==> config.mk <==
export PLATFORM = sky130hd
export DESIGN_NAME = main
export DESIGN_NICKNAME = d
export VERILOG_FILES = /design/src/rtl/main_pkg.sv /design/src/rtl/main_alu.sv /design/src/rtl/main.sv
export SDC_FILE = /design/constraint.sdc
export NUM_CORES = 1
export LEC_CHECK = 0
export CAP_MARGIN = 10
export CORE_MARGIN = 2
export CORE_UTILIZATION = 55
export DETAILED_ROUTE_END_ITERATION = 10
export PLACE_DENSITY = 0.77
export SYNTH_ARGS = -nofsm -noshare
export SYNTH_HDL_FRONTEND = slang
export SYNTH_SLANG_ARGS = --single-unit
==> constraint.sdc <==
create_clock -name CLK -period 3.2 [get_ports CLK]
set_input_delay 0.64 -clock CLK [delete_from_list [all_inputs] [get_ports CLK]]
set_output_delay 0.64 -clock CLK [all_outputs]
set_load 0.005 [all_outputs]
==> src/rtl/main_pkg.sv <==
// rtl/main_pkg.sv - shared widths and opcode encodings for main
package main_pkg;

  localparam int DATA_W = 8;
  localparam int MEM_AW = 4;

  localparam logic [3:0] OP_NOP   = 4'h0;
  localparam logic [3:0] OP_LOADI = 4'h1;
  localparam logic [3:0] OP_LDIDX = 4'h2;
  localparam logic [3:0] OP_WRITE = 4'h3;
  localparam logic [3:0] OP_ADD   = 4'h4;
  localparam logic [3:0] OP_SUB   = 4'h5;
  localparam logic [3:0] OP_NOT   = 4'h6;
  localparam logic [3:0] OP_AND   = 4'h7;
  localparam logic [3:0] OP_OR    = 4'h8;
  localparam logic [3:0] OP_XOR   = 4'h9;
  localparam logic [3:0] OP_READ  = 4'hA;

  function automatic logic is_alu_op(input logic [3:0] op);
    return (op >= OP_ADD) && (op <= OP_XOR);
  endfunction

endpackage

==> src/rtl/main_alu.sv <==
// rtl/main_alu.sv - combinational ALU for ADD..XOR producing result, carry/borrow and zero
import main_pkg::*;

module main_alu (
  input  logic [3:0]        op_i,
  input  logic [DATA_W-1:0] a_i,
  input  logic [DATA_W-1:0] b_i,
  output logic [DATA_W-1:0] res_o,
  output logic              c_o,
  output logic              z_o
);

  logic [DATA_W:0] sum;

  always_comb begin
    sum   = {1'b0, a_i} + {1'b0, b_i};
    res_o = a_i;
    c_o   = 1'b0;
    case (op_i)
      OP_ADD: begin
        res_o = sum[DATA_W-1:0];
        c_o   = sum[DATA_W];
      end
      OP_SUB: begin
        res_o = a_i - b_i;
        c_o   = (a_i < b_i);
      end
      OP_NOT:  res_o = ~a_i;
      OP_AND:  res_o = a_i & b_i;
      OP_OR:   res_o = a_i | b_i;
      OP_XOR:  res_o = a_i ^ b_i;
      default: res_o = a_i;
    endcase
    z_o = (res_o == '0);
  end

endmodule

==> src/rtl/main.sv <==
// rtl/main.sv - switch-driven accumulator machine: strobe synchroniser, decoder, registers
// Optional 16x8 memory with WRITE/READ is built only when MAIN_MEM_EN is defined.
import main_pkg::*;

module main (
  input  logic       CLK,
  input  logic       RST,
  input  logic       SW1,
  input  logic       SW2,
  input  logic       SW3,
  input  logic       SW4,
  input  logic       SW5,
  input  logic       SW6,
  input  logic       SW7,
  input  logic       SW8,
  input  logic       SW17,
  input  logic       SW18,
  input  logic       SW22,
  output logic [7:0] DOUT,
  output logic       SIG1,
  output logic       SIG2
);

  logic [3:0]        opcode;
  logic [3:0]        imm4;
  logic              sync1_q, sync2_q, edge_q;
  logic [1:0]        vld_q;
  logic              armed_q, armed_d;
  logic              exec;
  logic [DATA_W-1:0] acc_q, acc_d, idx_q, idx_d;
  logic              c_q, c_d, z_q, z_d;
  logic [DATA_W-1:0] alu_res;
  logic              alu_c, alu_z;

  assign opcode = {SW1, SW2, SW3, SW4};
  assign imm4   = {SW5, SW6, SW7, SW8};

  // Arm only after the synchronised strobe has been seen low, so a level held through reset never fires.
  assign armed_d = armed_q | (vld_q[1] & ~sync2_q);
  assign exec    = armed_q & sync2_q & ~edge_q;

  always_ff @(posedge CLK or posedge RST) begin
    if (RST) begin
      sync1_q <= 1'b0;
      sync2_q <= 1'b0;
      edge_q  <= 1'b0;
      vld_q   <= 2'b00;
      armed_q <= 1'b0;
    end else begin
      sync1_q <= SW17;
      sync2_q <= sync1_q;
      edge_q  <= sync2_q;
      vld_q   <= {vld_q[0], 1'b1};
      armed_q <= armed_d;
    end
  end

  main_alu u_alu (
    .op_i  (opcode),
    .a_i   (acc_q),
    .b_i   (idx_q),
    .res_o (alu_res),
    .c_o   (alu_c),
    .z_o   (alu_z)
  );

`ifdef MAIN_MEM_EN
  logic [DATA_W-1:0] mem_q [1<<MEM_AW];
  logic [DATA_W-1:0] mem_rd;

  assign mem_rd = mem_q[idx_q[MEM_AW-1:0]];

  always_ff @(posedge CLK or posedge RST) begin
    if (RST) begin
      for (int i = 0; i < (1 << MEM_AW); i++) mem_q[i] <= '0;
    end else if (exec && opcode == OP_WRITE) begin
      mem_q[idx_q[MEM_AW-1:0]] <= acc_q;
    end
  end
`endif

  always_comb begin
    acc_d = acc_q;
    idx_d = idx_q;
    c_d   = c_q;
    z_d   = z_q;
    if (exec) begin
      case (opcode)
        OP_LOADI: acc_d = {4'h0, imm4};
        OP_LDIDX: idx_d = acc_q;
`ifdef MAIN_MEM_EN
        OP_READ:  acc_d = mem_rd;
`endif
        default: begin
          if (is_alu_op(opcode)) begin
            acc_d = alu_res;
            c_d   = alu_c;
            z_d   = alu_z;
          end
        end
      endcase
    end
  end

  always_ff @(posedge CLK or posedge RST) begin
    if (RST) begin
      acc_q <= '0;
      idx_q <= '0;
      c_q   <= 1'b0;
      z_q   <= 1'b0;
    end else begin
      acc_q <= acc_d;
      idx_q <= idx_d;
      c_q   <= c_d;
      z_q   <= z_d;
    end
  end

  always_comb begin
    DOUT = 8'h00;
    if (SW22) DOUT = SW18 ? acc_q : idx_q;
  end

  assign SIG1 = c_q;
  assign SIG2 = z_q;

endmodule

## Word-level counts from Yosys, hierarchy flattened

Cells that the tools add are included.

- Order comparisons: 3
- $add $sub $neg: 2
- Reduce and logical (&&, ||, !) cells: 7
- Multiplexer cells: 6
- Eq/ne operators: 8
- Bitwise operators: 12

Operators by type and width:

| cell | number |
|---|---|
| $pmux 8 s6 | 1 |
| $mux 8 | 3 |
| $eq 4x3->1 const B | 4 |
| $pmux 8 s2 | 1 |
| $add 8x8->9 | 1 |
| $and 8x8->8 | 1 |
| $eq 4x4->1 const B | 2 |
| $logic_not 8->1 | 1 |
| $lt 8x8->1 | 1 |
| $not 8->8 | 1 |
| $or 8x8->8 | 1 |
| $sub 8x8->8 | 1 |
| $xor 8x8->8 | 1 |
| $reduce_and 3->1 | 2 |
| $eq 4x1->1 const B | 1 |
| $eq 4x2->1 const B | 1 |
| $ge 4x3->1 const B | 1 |
| $le 4x4->1 const B | 1 |
| $not 1->1 | 4 |
| $and 1x1->1 | 3 |
| $pmux 1 s2 | 1 |
| $reduce_and 2->1 | 1 |
| $reduce_bool 2->1 | 1 |
| $reduce_or 2->1 | 1 |
| 2 further kinds | 2 |

- Output and inout bits: 10
- Word-level logic and storage cells: 47
- Register bits: 24
- Bits of input ports: 13

## Longest topological paths before layout

Gate-level depths: netlist of run 1.

- Depth after elaboration: 4
- Gate-level depth with buffers: 11
- Depth with buffers taken out: 11

## Cells and area by module

A second synthesis of run 1 with hierarchy kept.

- Cells, all modules: 280
- Area total of the unflattened synthesis: 2426.1 um^2

By module, submodules not included:

| module | cells an instance | area each (um^2) | seq. area each (um^2) | instances |
|---|---|---|---|---|
| main_alu | 187 | 1342.5 | 0.0 | 1 |
| main | 93 | 1083.5 | 600.6 | 1 |

## Worst setup path after synthesis of run 1

No wires, ideal clock.

- Path kind: flip-flop to flip-flop
- Start point: register acc_q[1]
- End point: register z_q, in the netlist SIG2
- Setup slack: 0.626 ns
- Buffers on the path: 0
- Stages on the path, launching flop included: 10
- Data required time: 3.132 ns
- Library setup time: 0.068 ns
- Clock period less this slack: 2.574 ns
- Arrival time: 2.506 ns
- Cells stage by stage: dfrtp_1 inv_1 ha_1 o21ba_2 or4_1 a211oi_1 a211oi_1 xor2_1 a2111oi_2 a32o_1

- Word-level cells in the longest chain between the ends: 3
- Elaborated cells on any way between the ends: 8
- Classes of those cells: 2 x add/sub; 1 x mux; 4 x bitwise; 1 x reduce/logical

Ends and longest elaborated chain:

| item | line | RTL |
|---|---|---|
| from (decl) | main.sv:30 | `logic [DATA_W-1:0] acc_q, acc_d, idx_q, idx_d;` |
| from (signal assigned) | main.sv:107 | `acc_q <= '0;` |
| from (signal assigned) | main.sv:112 | `acc_q <= acc_d;` |
| $sub 8x8->8, or another cell as far along | main_alu.sv:25 | `res_o = a_i - b_i;` |
| $pmux 8 s6 (*) | main_alu.sv:19 | `case (op_i)` |
| $logic_not 8->1 (*) | main_alu.sv:34 | `z_o = (res_o == '0);` |
| to (signal assigned) | main.sv:115 | `z_q <= z_d;` |
| to (decl) | main.sv:31 | `logic c_q, c_d, z_q, z_d;` |

Mark *: on every way between the ends. The rest lies on a longest branch, timed or not.
A chain may end at the register's enable or synchronous reset.

## Final worst setup path of run 1

- Start point: register idx_q[4]
- End point: register z_q, in the netlist SIG2

- Word-level cells in the longest chain between the ends: 3
- Elaborated cells on any way between the ends: 7
- Classes of those cells: 2 x add/sub; 1 x mux; 3 x bitwise; 1 x reduce/logical

Ends and longest elaborated chain:

| item | line | RTL |
|---|---|---|
| from (decl) | main.sv:30 |  |
| from (signal assigned) | main.sv:113 | `idx_q <= idx_d;` |
| $sub 8x8->8, or another cell as far along | main_alu.sv:25 |  |
| $pmux 8 s6 (*) | main_alu.sv:19 |  |
| $logic_not 8->1 (*) | main_alu.sv:34 |  |

Marked as above.

==> results.toml, run 1 <==
[power_and_ir_drop]
vdd_drop_max_uv = 437.0
p_leak_nw = 1.212
powerDensity_nw_per_um2 = 586.6

[sta]
worst_slew_pin_slew_ns = 0.8863
setup_slack_ns = 0.3449
finalCritPeriodShare_pct = 89.22
clock_skew_ns = 0.001366
finalHoldViolations = 0
slew_violations = 0
fin_crit_ns = 2.855
setup_tns_ns = 0
finalSetupViolCount = 0
max_freq_ghz = 0.3503
holdWs_ns = 0.3566
rsz0062_at_grt = "false"
slew_headroom_pct = 40.85

[clock_tree]
cts_setup_buffers = 0
clkTransAtPathRegs_ns = 0.08
clock_sinks = 24
hold_buffers = 0
cts_buffers = 3
cts_tree = "yes"
clockBufferDepth = 2
ctsHtreeMaxLevel = 1
cts_resized = 0
clk_latency_ns = 0.26
root_buffer = "clkbuf_8"

[detailed_routing]
wl_per_cell_um = 16.29
vias = 2266
antenna_left = 0
vias_per_cell = 5.979
drc = 0
routed_wl_mm = 6.175
drt-pass1-iter-count = 7
drt_iter0_drc = 260

[yosys]
synthArstFlopShare_pct = 100.0
yosys_most_used_dff = "dfrtp_1"
syn_nets = 349
synthCells = 309
synth_common_cells = "nor2_1, inv_1, nand2_1"
yosys_warnings = 0
synth_seq_area_share_pct = 24.96
syn_area_per_cell_um2 = 7.787
yosys-top-cells-area = "dfrtp_1, ha_1, mux2i_1, nor2_1, o21ai_0"
synth_edf_count = 0
synth.most_common_cell = "nor2_1"
synth_top_area_share_pct = 24.96
ys_ff_latch = 24
ys_types = 55
yosysTopAreaCell = "dfrtp_1"
syn_area_um2 = 2406

[cells_and_area]
syn2layout_area_growth_pct = 15.55
diodes = 0
nFillCells = 371
regArea_um2 = 600.6
drive_gt1_share_pct = 6.116
multiInputGateArea_um2 = 1615
final_nets = 368

[outcome]
outcome = "finished, final reports clean"

[global_route]
grt_antenna_before_repair = 0
grt_max_degree = 45
grt-ovfl-total = 0
grt_pass1_vias = 2040
grt_pass1_wl_mm = 10.27
grtUsageTotal_pct = 25.81

[place]
hpwl_mm = 4.740
pre_cts_slack_ns = 0.2174
io_buffers = 22
gp_congestion = 0.9020

[setup_path]
r2r-start = "idx_q[4]"
cp_max_fo = 10
ff2ff_path_depth = 8
cp-endpoint = "SIG2"
cp.arrival_ns = 3.06
required_ns = 3.40
reg2reg_to = "SIG2"
critPathKind = "reg -> reg"
startpoint_type = "flop"
critPathLaunch = "idx_q[4]"
ff2ff_setup_slack_ns = 0.34
end_kind = "flop"

[floorplanning]
die_w_um = 70.14
start_util_pct = 56.03
fp.dieH_um = 70.14
coreArea_um2 = 4294
io_pins = 23
rows = 24
die_area_um2 = 4920

[hold_path]
hold_class = "reg -> reg"

[flow_run]
drv_cap = 0
[per-stage QoR]
step	utilization [%]	instances	power, W	cell area (um^2)
6_report	64.74	379	0.001631	2780
5_1_grt	64.74	379	0.001759	2780
4_1_cts	64.74	379	0.001613	2780
3_5_place_dp	63.08	375	0.001348	2709
3_3_place_gp	63.08	375	0.001330	2709
2_1_floorplan	-	309	0.001084	2406
[critical path, stage by stage (launching register included)]
cell and delay, ns:
dfrtp_1 0.45, inv_1 0.09, ha_1 0.42, or4_1 0.60
a211oi_1 0.25, a211oi_1 0.09, xor2_1 0.16, a2111oi_2 0.49
a32o_1 0.23
[flip-flops by register name, summed over array words and instances, names as in the netlist]
name,cells
armed_q,1
sync2_q,1
acc_q,8
edge_q,1
SIG1,1
vld_q,2
sync1_q,1
SIG2,1
idx_q,8
[worst min path at each step]
stage,startpoint,end,slack (ns),cells past startpoint
5_1_grt,vld_q[0],vld_q[1],0.37,0
3_5_place_dp,sync1_q,sync2_q,0.34,0
2_1_floorplan,sync1_q,sync2_q,0.33,0
3_3_place_gp,vld_q[0],vld_q[1],0.34,0
6_report,vld_q[0],vld_q[1],0.36,0
4_1_cts,vld_q[0],vld_q[1],0.36,0
[where the power goes]
| part | switching (W) | total, W | leakage (nW) | internal (W) |
|---|---|---|---|---|
| clock network | 0.0000917 | 0.000259 | 0.0357 | 0.000167 |
| registers | 0.0000855 | 0.000447 | 0.303 | 0.000362 |
| logic | 0.000536 | 0.000925 | 0.873 | 0.000389 |
| total | 0.000713 | 0.00163 | 1.21 | 0.000918 |
[routing by layer]
layer	vias up	track usage, %	share of wire, %	wire length, um
met2	85	40.21	46	2819
met5	-	0	0	0
met1	1059	39.27	48	2949
li1	1116	-	-	-
met4	0	4.915	0.96	59
met3	6	2.453	5.6	348
[area by class of cell]
| type | instances | share of cell area [%] |
|---|---|---|
| Clock buffer | 3 | 1.485 |
| Tap cell | 52 | 2.340 |
| Multi-Input combinational cell | 237 | 58.10 |
| Sequential cell | 24 | 21.60 |
| Inverter | 28 | 3.780 |
| Timing Repair Buffer | 34 | 11.61 |
| Clock inverter | 1 | 1.080 |
[kinds of logic (layout without fill, tap and decap cells)]
| logic type | after synthesis | count (layout) | synth area share [%] |
|---|---|---|---|
| other | 1 | 1 | 0.1559 |
| multiplexers | 14 | 14 | 5.824 |
| flip-flops | 24 | 24 | 24.96 |
| adder cells (fa/ha/maj) | 27 | 27 | 14.66 |
| AND/OR/NAND/NOR | 103 | 103 | 20.80 |
| AO/OA/AOI/OAI | 89 | 89 | 24.60 |
| buffers and inverters | 48 | 66 | 7.904 |
| XOR/XNOR | 3 | 3 | 1.092 |
[layout by cell type (no fill, tap or decap), drive strengths merged, types with 8 or more instances in the layout]
| cell type | Yosys | routed |
|---|---|---|
| dfrtp | 24 | 24 |
| clkdlybuf4s50 | 0 | 22 |
| a211oi | 8 | 8 |
| buf | 9 | 12 |
| nor2b | 12 | 12 |
| nor2 | 35 | 35 |
| ha | 25 | 25 |
| inv | 28 | 28 |
| a21oi | 19 | 19 |
| o21ai | 26 | 26 |
| mux2i | 14 | 14 |
| nand2 | 28 | 28 |
(Power assumes the default switching activity.)
==> run 2: changes to the inputs <==
==> constraint.sdc (replaced) <==
create_clock -name CLK -period 2.9 [get_ports CLK]
set_input_delay 0.58 -clock CLK [delete_from_list [all_inputs] [get_ports CLK]]
set_output_delay 0.58 -clock CLK [all_outputs]
set_load 0.005 [all_outputs]
==> run 2 against run 1 <==
Setup slack worse by 0.18 ns. Largest power group unchanged. Register-to-register slack worse by 0.18 ns. Clock power up 12%. Non-clock buffer count up 14. Critical path type unchanged. Fmax up 4.4%.
==> results.toml, run 2 (same netlist as run 1, synthesis figures left out) <==
[global_route]
grtUsageTotal_pct = 26.49
grt_max_degree = 25
grt-ovfl-total = 0
grt_pass1_vias = 2193
grt_pass1_wl_mm = 10.41
grt_antenna_before_repair = 0

[clock_tree]
cts_tree = "yes"
cts_buffers = 3
clock_sinks = 24
cts_setup_buffers = 0
ctsHtreeMaxLevel = 1
clockBufferDepth = 2
clk_latency_ns = 0.26
clkTransAtPathRegs_ns = 0.08
root_buffer = "clkbuf_8"

[place]
placed_area_um2 = 2801
gp_congestion = 0.9439
hpwl_mm = 4.987
io_buffers = 22
dp_cells = 389

[floorplanning]
io_pins = 23
die_w_um = 70.14
rows = 24
die_area_um2 = 4920
fp.dieH_um = 70.14
start_util_pct = 56.03
coreArea_um2 = 4294

[sta]
worst_slew_pin_slew_ns = 0.8806
slew_headroom_pct = 41.23
fin_crit_ns = 2.735
holdWs_ns = 0.3581
slew_violations = 0
finalCritPeriodShare_pct = 94.30
setup_tns_ns = 0
finalHoldViolations = 0
finalSetupViolCount = 0
rsz0062_at_grt = "false"
clock_skew_ns = 0.001415
max_freq_ghz = 0.3657

[power_and_ir_drop]
pwr-share-comb_pct = 59.0
vdd_drop_max_uv = 530.7
p_clk_share_pct = 15.5
p_sw_share_pct = 43.40
seq_power_share_pct = 25.4
power_switching_w = 0.0008087
powerDensity_nw_per_um2 = 645.8
p_leak_nw = 1.278
power.internal_w = 0.001055

[cells_and_area]
final_area_um2 = 2885
nFillCells = 345
diodes = 0
layout.cells.non_filler = 393
final_common_cell = "nor2_1"
post-route-util_pct = 67.19
multiInputGateArea_um2 = 1628
top_regs = "acc_q: 8 flops, idx_q: 8 flops, vld_q: 2 flops"
final_nets = 382
final_cell_mix = "nor2_1, nand2_1, inv_1, buf_4, ha_1"
regArea_um2 = 600.6
syn2layout_area_growth_pct = 19.92
drive_gt1_share_pct = 9.971

[setup_path]
startpoint_type = "flop"
cp_max_fo = 3
cp.arrival_ns = 2.94
end_kind = "flop"
critPathKind = "reg -> reg"
required_ns = 3.11

[hold_path]
hold_class = "reg -> reg"

[detailed_routing]
routed_wl_mm = 6.348
vias_per_cell = 6.031
drc = 0
wl_per_cell_um = 16.15
antenna_left = 0
drt-pass1-iter-count = 5
drt_iter0_drc = 270
vias = 2370

[flow_run]
drv_cap = 0

[outcome]
outcome = "finished, final reports clean"
-- run 2: layer usage --
metal / vias up / wire, um / GRT usage (%)
li1: 1142 / - / -
met1: 1095 / 2949 / 38.19
met2: 111 / 2799 / 40.42
met3: 22 / 407 / 2.742
met4: 0 / 192 / 11.32
met5: - / 0 / 0
-- run 2: power by group through the flow --
| stage | clock network (W) | logic, W | registers [W] |
|---|---|---|---|
| floorplan | 0 | 0.000717 | 0.000480 |
| global placement | 0 | 0.00104 | 0.000474 |
| detailed placement | 0 | 0.00106 | 0.000479 |
| CTS | 0.000295 | 0.00107 | 0.000473 |
| global route | 0.000306 | 0.00122 | 0.000487 |
| finish | 0.000290 | 0.00110 | 0.000474 |
-- run 2: final cells by class --
type | count | area share (%)
Clock buffer | 3 | 1.431
Clock inverter | 1 | 1.041
Inverter | 28 | 3.643
Tap cell | 52 | 2.255
Multi-Input combinational cell | 237 | 56.42
Sequential cell | 24 | 20.82
Timing Repair Buffer | 48 | 14.40
-- run 2: worst paths after layout --
kind	start	to	slack, ns	cells past startpoint
max	acc_q[1]	SIG2	0.17	9
min	sync1_q	sync2_q	0.36	0
max reg2reg	acc_q[1]	SIG2	0.17	9
min reg2reg	sync1_q	sync2_q	0.36	0
max in group asynchronous	RST	idx_q[1]	1.57	2
min in group asynchronous	RST	idx_q[7]	0.79	2
-- run 2: critical path, cell delays in order, from the launching register on --
cell and delay (ns):
dfrtp_1 0.38, inv_1 0.14, ha_1 0.28, o21ba_2 0.22, or4_1 0.45, a211oi_1 0.25
a211oi_1 0.10, xor2_1 0.18, a2111oi_4 0.45, a32o_1 0.22
-- run 2: metrics by stage --
| step | worst slack [ns] | power (W) |
|---|---|---|
| floorplan | 0.3264 | 0.001196 |
| global placement | 0.1232 | 0.001512 |
| detailed placement | 0.08119 | 0.001542 |
| CTS | 0.1110 | 0.001838 |
| global route | 0.03141 | 0.002015 |
| finish | 0.1652 | 0.001863 |
-- run 2: timing repair --
action,CTS,global route
resized for setup,0,1
hold buffers,0,0
setup endpoints to repair,0,2
hold endpoints to repair,0,0
==> run 3: changes to the inputs <==
--- a/config.mk
+++ b/config.mk
@@ -10,6 +10,7 @@
 export CORE_UTILIZATION = 55
 export DETAILED_ROUTE_END_ITERATION = 10
 export PLACE_DENSITY = 0.77
+export SETUP_SLACK_MARGIN = 0.02
 export SYNTH_ARGS = -nofsm -noshare
 export SYNTH_HDL_FRONTEND = slang
 export SYNTH_SLANG_ARGS = --single-unit
==> results of run 3 <==
Final layout, timing and power as in run 2 (identical DEF).
